File: config.mk
export PLATFORM = sky130hd
export DESIGN_NAME = snn_frame_scheduler_flat
export DESIGN_NICKNAME = d
export VERILOG_FILES = /design/src/rtl/snn_pkg.sv /design/src/rtl/snn_frame_scheduler_if.sv /design/src/rtl/snn_argmax.sv /design/src/rtl/snn_frame_scheduler.sv /design/src/flat_wrapper.sv
export SDC_FILE = /design/constraint.sdc
export NUM_CORES = 1
export LEC_CHECK = 0
export CORE_ASPECT_RATIO = 1.25
export CORE_MARGIN = 2
export CORE_UTILIZATION = 54
export CTS_CLUSTER_DIAMETER = 120
export CTS_CLUSTER_SIZE = 30
export DETAILED_ROUTE_END_ITERATION = 6
export PLACE_DENSITY_LB_ADDON = 0.3
export SYNTH_ARGS = -nofsm -noshare
export SYNTH_HDL_FRONTEND = slang
export SYNTH_SLANG_ARGS = --single-unit
File: constraint.sdc
create_clock -name w_cnt_clk -period 19.4 [get_ports w_cnt_clk]
set_input_delay 2.91 -clock w_cnt_clk [delete_from_list [all_inputs] [get_ports w_cnt_clk]]
set_output_delay 2.91 -clock w_cnt_clk [all_outputs]
set_load 0.05 [all_outputs]
File: src/rtl/snn_pkg.sv
// Shared types and defaults for the tiny SNN frame scheduler slice.
package snn_pkg;

   localparam int unsigned P_N_DEF  = 8;
   localparam int unsigned P_CW_DEF = 8;
   localparam int unsigned P_IW     = $clog2(P_N_DEF);

   typedef enum logic [1:0] {
      StIdle   = 2'd0,
      StRun    = 2'd1,
      StDrain  = 2'd2,
      StReport = 2'd3
   } state_e;

endpackage

File: src/rtl/snn_frame_scheduler_if.sv
// Control inputs and latched frame results of the SNN frame scheduler.
interface snn_frame_scheduler_if
   import snn_pkg::*;
#(
   parameter int unsigned P_N  = P_N_DEF,
   parameter int unsigned P_CW = P_CW_DEF
) ();

   logic                  i_start;
   logic                  i_auto;
   logic                  i_abort;
   logic [P_N-1:0]        i_spike;
   logic                  o_busy;
   logic                  o_net_clr;
   logic                  o_frame_done;
   logic [P_N*P_CW-1:0]   o_spike_cnt;
   logic [P_IW-1:0]       o_winner;
   logic                  o_winner_vld;
   logic [7:0]            o_frame_id;

   modport master (
      output i_start, i_auto, i_abort, i_spike,
      input  o_busy, o_net_clr, o_frame_done, o_spike_cnt, o_winner, o_winner_vld, o_frame_id
   );

   modport slave (
      input  i_start, i_auto, i_abort, i_spike,
      output o_busy, o_net_clr, o_frame_done, o_spike_cnt, o_winner, o_winner_vld, o_frame_id
   );

endinterface

File: src/rtl/snn_argmax.sv
// Combinational arg-max over packed per-neuron counts; ties resolve to the lowest index.
module snn_argmax
   import snn_pkg::*;
#(
   parameter int unsigned P_N  = P_N_DEF,
   parameter int unsigned P_CW = P_CW_DEF
) (
   input  logic [P_N*P_CW-1:0] counts,
   output logic [P_IW-1:0]     idx,
   output logic                nonzero
);

   logic [P_CW-1:0] best;

   always_comb begin
      best = counts[P_CW-1:0];
      idx  = '0;
      // strict greater-than keeps the earliest index on a tie
      for (int i = 1; i < int'(P_N); i++) begin
         if (counts[i*P_CW +: P_CW] > best) begin
            best = counts[i*P_CW +: P_CW];
            idx  = P_IW'(i);
         end
      end
      nonzero = (best != '0);
   end

endmodule

File: src/rtl/snn_frame_scheduler.sv
// Event-clocked frame controller: counts output spikes per neuron over a frame plus drain window.
module snn_frame_scheduler
   import snn_pkg::*;
#(
   parameter int unsigned P_N         = P_N_DEF,
   parameter int unsigned P_FRAME_LEN = 200,
   parameter int unsigned P_DRAIN     = 4,
   parameter int unsigned P_CW        = P_CW_DEF
) (
   input  logic                 w_cnt_clk,
   input  logic                 r_rst_n,
   snn_frame_scheduler_if.slave bus
);

   localparam logic [7:0] LastEv = 8'(P_FRAME_LEN - 1);
   localparam logic [3:0] LastDr = 4'(P_DRAIN - 1);

   state_e                    state_q;
   logic [7:0]                ev_cnt_q;
   logic [3:0]                dr_cnt_q;
   logic [P_N-1:0][P_CW-1:0]  acc_q;
   logic                      busy_q;
   logic                      net_clr_q;
   logic                      frame_done_q;
   logic [P_N*P_CW-1:0]       spike_cnt_q;
   logic [P_IW-1:0]           winner_q;
   logic                      winner_vld_q;
   logic [7:0]                frame_id_q;

   logic [P_IW-1:0]           am_idx;
   logic                      am_nz;

   snn_argmax #(
      .P_N  (P_N),
      .P_CW (P_CW)
   ) u_argmax (
      .counts  (acc_q),
      .idx     (am_idx),
      .nonzero (am_nz)
   );

   always_ff @(posedge w_cnt_clk or negedge r_rst_n) begin
      if (!r_rst_n) begin
         state_q      <= StIdle;
         ev_cnt_q     <= '0;
         dr_cnt_q     <= '0;
         acc_q        <= '0;
         busy_q       <= 1'b0;
         net_clr_q    <= 1'b0;
         frame_done_q <= 1'b0;
         spike_cnt_q  <= '0;
         winner_q     <= '0;
         winner_vld_q <= 1'b0;
         frame_id_q   <= '0;
      end else begin
         net_clr_q    <= 1'b0;
         frame_done_q <= 1'b0;
         if (bus.i_abort && (state_q != StIdle)) begin
            state_q   <= StIdle;
            acc_q     <= '0;
            busy_q    <= 1'b0;
            net_clr_q <= 1'b1;
         end else begin
            unique case (state_q)
               StIdle: begin
                  if (bus.i_start) begin
                     state_q   <= StRun;
                     ev_cnt_q  <= '0;
                     acc_q     <= '0;
                     busy_q    <= 1'b1;
                     net_clr_q <= 1'b1;
                  end
               end
               StRun, StDrain: begin
                  for (int k = 0; k < int'(P_N); k++) begin
                     if (bus.i_spike[k] && (acc_q[k] != '1)) begin
                        acc_q[k] <= acc_q[k] + P_CW'(1);
                     end
                  end
                  if (state_q == StRun) begin
                     ev_cnt_q <= ev_cnt_q + 8'd1;
                     if (ev_cnt_q == LastEv) begin
                        state_q  <= StDrain;
                        dr_cnt_q <= '0;
                     end
                  end else begin
                     dr_cnt_q <= dr_cnt_q + 4'd1;
                     if (dr_cnt_q == LastDr) begin
                        state_q <= StReport;
                     end
                  end
               end
               StReport: begin
                  spike_cnt_q  <= acc_q;
                  winner_q     <= am_idx;
                  winner_vld_q <= am_nz;
                  frame_done_q <= 1'b1;
                  net_clr_q    <= 1'b1;
                  frame_id_q   <= frame_id_q + 8'd1;
                  if (bus.i_auto) begin
                     state_q  <= StRun;
                     ev_cnt_q <= '0;
                     acc_q    <= '0;
                     busy_q   <= 1'b1;
                  end else begin
                     state_q <= StIdle;
                     busy_q  <= 1'b0;
                  end
               end
               default: state_q <= StIdle;
            endcase
         end
      end
   end

   assign bus.o_busy       = busy_q;
   assign bus.o_net_clr    = net_clr_q;
   assign bus.o_frame_done = frame_done_q;
   assign bus.o_spike_cnt  = spike_cnt_q;
   assign bus.o_winner     = winner_q;
   assign bus.o_winner_vld = winner_vld_q;
   assign bus.o_frame_id   = frame_id_q;

endmodule

File: src/flat_wrapper.sv
// flat-port wrapper written by rule: the top's interface ports become plain ports
module snn_frame_scheduler_flat import snn_pkg::*;
#(
   parameter int unsigned P_N         = P_N_DEF,
   parameter int unsigned P_FRAME_LEN = 200,
   parameter int unsigned P_DRAIN     = 4,
   parameter int unsigned P_CW        = P_CW_DEF
)
  (w_cnt_clk, r_rst_n, bus_i_start, bus_i_auto, bus_i_abort, bus_i_spike, bus_o_busy, bus_o_net_clr, bus_o_frame_done, bus_o_spike_cnt, bus_o_winner, bus_o_winner_vld, bus_o_frame_id);
  snn_frame_scheduler_if #(.P_N(P_N), .P_CW(P_CW)) bus_i ();
  input  logic w_cnt_clk;
  input  logic r_rst_n;
  input wire logic [$bits(bus_i.i_start)-1:0] bus_i_start;
  input wire logic [$bits(bus_i.i_auto)-1:0] bus_i_auto;
  input wire logic [$bits(bus_i.i_abort)-1:0] bus_i_abort;
  input wire logic [$bits(bus_i.i_spike)-1:0] bus_i_spike;
  output wire logic [$bits(bus_i.o_busy)-1:0] bus_o_busy;
  output wire logic [$bits(bus_i.o_net_clr)-1:0] bus_o_net_clr;
  output wire logic [$bits(bus_i.o_frame_done)-1:0] bus_o_frame_done;
  output wire logic [$bits(bus_i.o_spike_cnt)-1:0] bus_o_spike_cnt;
  output wire logic [$bits(bus_i.o_winner)-1:0] bus_o_winner;
  output wire logic [$bits(bus_i.o_winner_vld)-1:0] bus_o_winner_vld;
  output wire logic [$bits(bus_i.o_frame_id)-1:0] bus_o_frame_id;
  assign bus_i.i_start = bus_i_start;
  assign bus_i.i_auto = bus_i_auto;
  assign bus_i.i_abort = bus_i_abort;
  assign bus_i.i_spike = bus_i_spike;
  assign bus_o_busy = bus_i.o_busy;
  assign bus_o_net_clr = bus_i.o_net_clr;
  assign bus_o_frame_done = bus_i.o_frame_done;
  assign bus_o_spike_cnt = bus_i.o_spike_cnt;
  assign bus_o_winner = bus_i.o_winner;
  assign bus_o_winner_vld = bus_i.o_winner_vld;
  assign bus_o_frame_id = bus_i.o_frame_id;
  snn_frame_scheduler #(.P_N(P_N), .P_FRAME_LEN(P_FRAME_LEN), .P_DRAIN(P_DRAIN), .P_CW(P_CW)) u_core (.w_cnt_clk(w_cnt_clk), .r_rst_n(r_rst_n), .bus(bus_i));
endmodule
Word level (Yosys, flattened, before mapping)
Cells that the tools add are included.

Register bits: 157. Bits of input ports: 13. Output and inout bits: 79. Logic and storage cells: 141.

$add $sub $neg: 11. Order comparisons: 7. Equal/unequal tests: 29. Mux-type cells: 48. Bitwise operators: 1. Reductions and logical operators: 27.

Operators by type and width (number): two-way mux 64 bit (3); case mux 64 bit (3 select lines) (1); two-way mux 8 bit (18); adder 8 x 1 -> 8 bit, second input constant (10); != test 8 bit, second input constant (8); > comparator 8 bit (7); AND reduction 3 bit (10); != test 3 x 1 -> 1 bit, second input constant (8); case mux 8 bit (3 select lines) (1); two-way mux 3 bit (6); two-way mux 2 bit (5); logical AND 1 bit (9); two-way mux 1 bit (9); equality test 8 bit, second input constant (1); two-way mux 4 bit (2); nonzero test 8 bit (1); != test 2 bit, second input constant (3); != test 3 x 2 -> 1 bit, second input constant (2); case mux 2 bit (3 select lines) (1); adder 4 x 1 -> 4 bit, second input constant (1); equality test 2 bit, second input constant (2); equality test 4 x 2 -> 1 bit, second input constant (1); != test 4 x 1 -> 1 bit, second input constant (1); != test 4 x 3 -> 1 bit, second input constant (1); 10 further kinds (12).

Longest topological paths before layout
Gate-level depths: netlist (run 1).

Depth in word-level cells: 15. Mapped depth: 73. Depth with buffers taken out: 68.

Cells and area by module
Synthesis (run 1) repeated with hierarchy kept, for this count alone.

Cell total of the unflattened synthesis: 1012. Area, all modules: 9736.8 um^2.

Modules (own cells, without submodules): snn_frame_scheduler (times used 1, cells each 693, area an instance 7468.4 um^2, seq. area each 3928.8 um^2); snn_argmax (times used 1, cells each 319, area an instance 2268.4 um^2, seq. area each 0.0 um^2).

Worst setup path after synthesis (run 1)
No wires, ideal clock.

Path kind: register to register. Start: register u_core.acc_q[1] (netlist bit). End: register u_core.winner_vld_q, in the netlist u_core.bus.o_winner_vld. Setup time: 0.104 ns. Data arrival time: 13.377 ns. Required time: 19.296 ns. Slack: 5.920 ns. Stages on the path, launching flop included: 66. Buffers on the path: 5. Clock period less this slack: 13.480 ns. Cells stage by stage: dfrtp_1 inv_1 ha_1 nor2b_1 o211ai_1 a21oi_1 o21ai_1 mux2i_1 ha_1 a21oi_1 o21ai_0 nor3_1 o221ai_2 o211ai_4 clkbuf_1 nor2_1 a21oi_1 inv_1 (+30 left out) ha_1 nor2b_1 o21a_1 o21ai_0 nand2b_1 a21oi_1 o21ai_0 o21ai_1 clkbuf_1 mux2_2 ha_1 a21o_1 a21o_1 a21oi_1 a22o_1 nor4_1 a311o_1 o311ai_1.

Cells in the longest elaborated chain, start to end: 15.

Ends and longest elaborated chain: from (decl) (RTL line snn_frame_scheduler.sv:21) `logic [P_N-1:0][P_CW-1:0] acc_q;`; from (signal, indexed assignment) (RTL line snn_frame_scheduler.sv:77) `acc_q[k] <= acc_q[k] + P_CW'(1);`; > comparator 8 bit (RTL line snn_argmax.sv:20) `if (counts[i*P_CW +: P_CW] > best) begin`; two-way mux 8 bit * (RTL line snn_argmax.sv:20); > comparator 8 bit (RTL line snn_argmax.sv:20); two-way mux 8 bit * (RTL line snn_argmax.sv:20); > comparator 8 bit (RTL line snn_argmax.sv:20); two-way mux 8 bit * (RTL line snn_argmax.sv:20); > comparator 8 bit (RTL line snn_argmax.sv:20); two-way mux 8 bit * (RTL line snn_argmax.sv:20); > comparator 8 bit (RTL line snn_argmax.sv:20); two-way mux 8 bit * (RTL line snn_argmax.sv:20); > comparator 8 bit (RTL line snn_argmax.sv:20); two-way mux 8 bit * (RTL line snn_argmax.sv:20); > comparator 8 bit (RTL line snn_argmax.sv:20); two-way mux 8 bit * (RTL line snn_argmax.sv:20); nonzero test 8 bit * (RTL line snn_argmax.sv:25) `nonzero = (best != '0);`; to (signal assigned) (RTL line snn_frame_scheduler.sv:96) `winner_vld_q <= am_nz;`; to (decl) (RTL line snn_frame_scheduler.sv:27) `logic winner_vld_q;`.

Mark *: on every way between the ends. The rest lies on a longest branch, timed or not. A chain may end at the register's enable or synchronous reset.

Final worst setup path (run 1)
Ends and elaborated chain as after synthesis.

==> results of run 1 <==
-- kinds of logic after synthesis --
group,after synthesis
adder cells (fa/ha/maj),69
XOR/XNOR,58
AO/OA/AOI/OAI,169
AND/OR/NAND/NOR,449
buffers and inverters,100
multiplexers,34
flip-flops,157
-- how the worst max path moves through the flow --
stage	slack (ns)	end
floorplan	5.92	u_core.bus.o_winner_vld
global placement	4.86	u_core.bus.o_winner_vld
detailed placement	4.23	u_core.bus.o_winner_vld
CTS	4.22	u_core.bus.o_winner_vld
global route	2.75	u_core.bus.o_winner_vld
finish	4.05	u_core.bus.o_winner_vld
-- state kept, by name, summed over array words and instances (netlist names), 2 cells and up --
| name | count |
|---|---|
| u_core.acc_q | 64 |
| u_core.bus.o_frame_id | 8 |
| u_core.bus.o_spike_cnt | 64 |
| u_core.bus.o_winner | 3 |
| u_core.dr_cnt_q | 4 |
| u_core.ev_cnt_q | 8 |
| u_core.state_q | 2 |
-- layout make-up --
class	instances	area share, %
Multi-Input combinational cell	779	44.65
Inverter	60	2.079
Clock buffer	20	4.216
Timing Repair Buffer	96	8.766
Sequential cell	157	36.27
Clock inverter	12	1.478
Tap cell	220	2.541
-- layout by cell type (no fill, tap or decap), drive strengths merged, types with 5 or more instances in the layout --
cell | netlist | final
xor2 | 31 | 31
and3 | 20 | 20
a21o | 11 | 11
mux2i | 21 | 21
o22ai | 6 | 6
buf | 6 | 6
xnor2 | 27 | 27
mux2 | 13 | 13
o211ai | 7 | 7
nor2b | 5 | 5
o31ai | 9 | 9
and4 | 9 | 9
inv | 60 | 62
nand2 | 221 | 221
a31oi | 6 | 6
nor2 | 78 | 78
and2 | 5 | 5
nand3 | 55 | 55
nand2b | 6 | 6
ha | 68 | 68
o21ai | 72 | 72
clkinv | 0 | 6
or2 | 6 | 6
nand4 | 24 | 24
a21oi | 30 | 30
clkdlybuf4s50 | 0 | 90
nor3 | 7 | 7
dfrtp | 157 | 157
clkbuf | 34 | 20
-- critical path, delay by kind of cell, from the launching register on --
| family | cells | cell delay (ns) |
|---|---|---|
| AO/OA/AOI/OAI | 35 | 8.44 |
| adder cells (fa/ha/maj) | 7 | 2.05 |
| buffers and inverters | 4 | 0.31 |
| flip-flops | 1 | 0.40 |
| multiplexers | 3 | 1.17 |
| AND/OR/NAND/NOR | 14 | 2.90 |
-- layer usage --
metal	GRT usage [%]	wire length [microns]
met5	0	0
met4	12.15	796
met3	5.107	1023
met2	43.69	10970
met1	31.85	9664
-- through the flow --
stage | utilization [%] | hold slack, ns
after floorplan | - | 0.4713
after global placement | 61.13 | 0.4576
after detailed placement | 61.13 | 0.4587
after CTS | 64.82 | 0.4767
after global routing | 64.82 | 0.4889
final | 64.82 | 0.4700
==> impl_metrics.ini, run 1 <==
[routing]
drc = 0
drt_iter0_drc = 476
wire_per_inst_microns = 16.71
num_vias = 7680
first_pass_iters = 5
ant_nets = 0
avgViaCountPerCell = 5.714
wl_mm = 22.46

[logic_synthesis]
syn_nets = 1117
synth.distinct_cells = 62
synth.most_common_cell = nand2_1
netlist_area_sq_um = 9139
post_synth.cell_area_avg_sq_um = 8.821
yosysWarnings = 0
synth_seq_area_share_pct = 42.99
ys_seq_elements = 157
synth_edf_count = 0
yosys.area_share.simple_pct = 22.19
yosysTopAreaCell = dfrtp_1
synthAdderAreaFrac_pct = 9.433
synth.cells.most_frequent = 221 x nand2_1, 157 x dfrtp_1, 78 x nor2_1
synth_ff_type = dfrtp_1
async_flop_share_pct = 100.0
synth_compound_area_share_pct = 11.66
synth_top_area_share_pct = 42.99
synth_xor_area_share_pct = 5.559
synth.area.mux_share_pct = 3.943
syn-instance-count = 1036
synth_top_family_by_area = simple AND/OR/NAND/NOR gates
synth_area_leaders = dfrtp_1 43%, ha_1 9.3%, nand2_1 9.1%, o21ai_0 3.7%, nor2_1 3.2%

[timing]
rsz0062_at_grt = no
finalSetupTns_ns = 0
finalSetupViolations = 0
fmax_mhz = 65.13
clock_skew_ns = 0.01212
period_minus_slack_ns = 15.35
period_share_pct = 79.15
hold_violations = 0
drv_slew = 0
tightest_slew_ns = 1.156
max_slew_margin_pct = 22.62
layout_setup_ws_ns = 4.045

[global_route]
grt_pass1_wl_mm = 36.56
grt_max_degree = 91
grt_pass1_vias = 7465
grt_overflow = 0
antenna_found_initial = 0
grt_util_all_layers_pct = 25.83

[finish]
insertedDiodeCount = 0
fin_cells = 1344
synthToLayoutAreaGrowth_pct = 18.54
fin_area_sq_um = 10830
nets = 1192
fill_cells = 1432
multiInputGateArea_sq_um = 4837
drive_gt1_share_pct = 5.427
regArea_sq_um = 3929

[worst_setup_path]
cpMaxStageDelayCell = a31oi_1
cp.required_ns = 19.73
cp.arrival_ns = 15.69
startpoint_type = flop
cp-startpoint = u_core.acc_q[1]
r2r_end = u_core.bus.o_winner_vld
critPathCaptureType = flop
crit_fanout = 18
r2r_setup_slack_ns = 4.05
critPathKind = reg2reg
slowest_delay_ns = 0.79
r2r_start = u_core.acc_q[1]
reg2regPathDepth = 63

[floorplanning]
num_io_pins = 92
start_util_pct = 54.69
row_count = 53
die_area_sq_um = 17990
die_h_microns = 149.4
die_w_microns = 120.4
coreArea_sq_um = 16710

[clock_tree]
clockBufferDepth = 2
clk_pin_slew_ns = 0.06
clk_latency_ns = 0.44
cts.sinks = 157
cts-root-buf = clkbuf_16
h-tree-depth = 4
numCtsBuffers = 17
holdBufCountCts = 0
cts_resized = 0
post_cts_buffers = 0
cts_tree = yes

[placed_design]
pre_cts_slack_ns = 4.232
dp_cells = 1312
gp_congestion = 0.9177
numPortBuffers = 91
dp_hpwl_mm = 15.53
place_area_sq_um = 10220

[min_path]
holdCritStartpoint = u_core.bus.o_spike_cnt[29]
holdPathStages = 2
min_path_type = reg2reg
min_to = u_core.bus.o_spike_cnt[29]

[outcome]
status = finished clean

[flow_run]
maxCapViolations = 0
Power of run 1 is left out: the tool's default activity adds up to more than one toggle a clock period on the data nets, which glitch-free logic cannot reach.
==> run 2, diff against run 1 <==
--- a/config.mk
+++ b/config.mk
@@ -7,7 +7,7 @@
 export LEC_CHECK = 0
 export CORE_ASPECT_RATIO = 1.25
 export CORE_MARGIN = 2
-export CORE_UTILIZATION = 54
+export CORE_UTILIZATION = 52
 export CTS_CLUSTER_DIAMETER = 120
 export CTS_CLUSTER_SIZE = 30
 export DETAILED_ROUTE_END_ITERATION = 6
==> constraint.sdc (replaced) <==
create_clock -name w_cnt_clk -period 12.9 [get_ports w_cnt_clk]
set_input_delay 1.935 -clock w_cnt_clk [delete_from_list [all_inputs] [get_ports w_cnt_clk]]
set_output_delay 1.935 -clock w_cnt_clk [all_outputs]
set_load 0.05 [all_outputs]
==> run 2 against run 1 <==
Effect of this change:
- cell count grew 3.1%
- via count up 3.0%
- worst setup slack lost 3.8 ns
- first-iteration DRC count is 1.7% lower
- core utilization up 1.1 points
- clock skew fell by 0.0036 ns
- final area up 5.7%
- global-route usage decreased by 1.0 points
- worst hold slack barely moved
- non-clock buffer count rose by 38
- die area increased by 3.7%
- critical path type unchanged
- critical endpoint unchanged
- largest cell class unchanged
==> impl_metrics.ini, run 2 (synthesis gave the netlist of run 1 again) <==
[outcome]
status = finished clean

[global_route]
grt_util_all_layers_pct = 24.79
grt_overflow = 0
grt_max_degree = 95
grt_pass1_wl_mm = 36.94
grt_pass1_vias = 7563
antenna_found_initial = 0

[timing]
period_share_pct = 98.00
fin_hold_ws_ns = 0.4700
fmax_mhz = 79.10
finalSetupViolations = 0
clock_skew_ns = 0.008534
tightest_slew_ns = 1.192
finalSetupTns_ns = 0
drv_slew = 0
hold_violations = 0
period_minus_slack_ns = 12.64
max_slew_margin_pct = 20.23

[finish]
fin_cells = 1386
regArea_sq_um = 3930
drive_gt1_share_pct = 12.39
synthToLayoutAreaGrowth_pct = 25.26
fill_cells = 1395
multiInputGateArea_sq_um = 5159
fin_area_sq_um = 11450
insertedDiodeCount = 0
layout_commonest_cell = nand2_1
nets = 1230
final_cell_mix = 220 x nand2_1, 156 x dfrtp_1, 90 x clkdlybuf4s50_1

[placed_design]
dp_hpwl_mm = 15.27
numPortBuffers = 91
gp_congestion = 0.9193
place_area_sq_um = 10350
dp_cells = 1332

[floorplanning]
start_util_pct = 52.63
die_w_microns = 122.6
num_io_pins = 92
coreArea_sq_um = 17360
die_area_sq_um = 18660
die_h_microns = 152.2
row_count = 54

[clock_tree]
clockBufferDepth = 2
numCtsBuffers = 17
clk_latency_ns = 0.44
clk_pin_slew_ns = 0.06
cts-root-buf = clkbuf_16
h-tree-depth = 4
cts_tree = yes
cts.sinks = 157

[routing]
drt_iter0_drc = 468
wl_mm = 23.17
drc = 0
avgViaCountPerCell = 5.706
num_vias = 7909
first_pass_iters = 5
ant_nets = 0
wire_per_inst_microns = 16.71

[worst_setup_path]
crit_fanout = 8
cpMaxStageDelayCell = or4b_4
slowest_delay_ns = 0.47
cp.arrival_ns = 12.95
cp.required_ns = 13.21
worst-path-buf-inv = 9
crit_family = compound AO/OA/AOI/OAI gates
startpoint_type = flop
critPathKind = reg2reg
critPathCaptureType = flop

[min_path]
min_path_type = reg2reg

[flow_run]
maxCapViolations = 0
-- run 2: final cells by class --
| class | count | share of cell area, % |
|---|---|---|
| multi-input cells | 779 | 45.07 |
| flip-flops and latches | 157 | 34.33 |
| repair buffers | 134 | 11.06 |
| clock buffers | 17 | 3.716 |
| well taps | 224 | 2.448 |
| inverters | 60 | 1.967 |
| clock inverters | 15 | 1.410 |
-- run 2: through the flow --
stage | util, % | setup slack (ns)
final | 65.92 | 0.2583
after global routing | 65.92 | -0.3201
after CTS | 63.26 | 0.02947
after detailed placement | 59.63 | -0.1245
after global placement | 59.63 | 0.1732
after floorplan | - | 0.06584
-- run 2: timing repair --
item,in CTS,in global routing
setup endpoints to repair,3,4
pin swaps,1,24
hold buffers,0,0
gates resized for setup,2,81
gates cloned,0,1
setup buffers,4,17
endpoints found under the hold margin,0,0
-- run 2: final timing paths --
kind | startpoint | end | slack [ns] | cells past startpoint
worst max-delay path | u_core.acc_q[1] | u_core.bus.o_winner_vld | 0.26 | 62
worst min-delay path | u_core.bus.o_spike_cnt[20] | u_core.bus.o_spike_cnt[20] | 0.47 | 2
worst max register to register | u_core.acc_q[1] | u_core.bus.o_winner_vld | 0.26 | 62
worst min register to register | u_core.bus.o_spike_cnt[20] | u_core.bus.o_spike_cnt[20] | 0.47 | 2
max in group asynchronous | r_rst_n | u_core.acc_q[9] | 9.92 | 2
min in group asynchronous | r_rst_n | u_core.ev_cnt_q[1] | 1.54 | 1
-- run 2: routing by layer --
metal	wire length (microns)	track usage, %	vias to the layer above	part of all wire [%]
met5	0	0	-	0
met3	1309	3.892	56	5.7
met4	697	10.07	0	3.0
met1	9823	33.20	3796	42
li1	-	-	3795	-
met2	11330	40.03	262	49
-- run 2: tightest hold or removal path: stages, from the launching register on --
cell,delay (ns)
dfrtp_1,0.34
nand2_1,0.05
nand2_1,0.05
Power of run 2 is left out for the same reason.
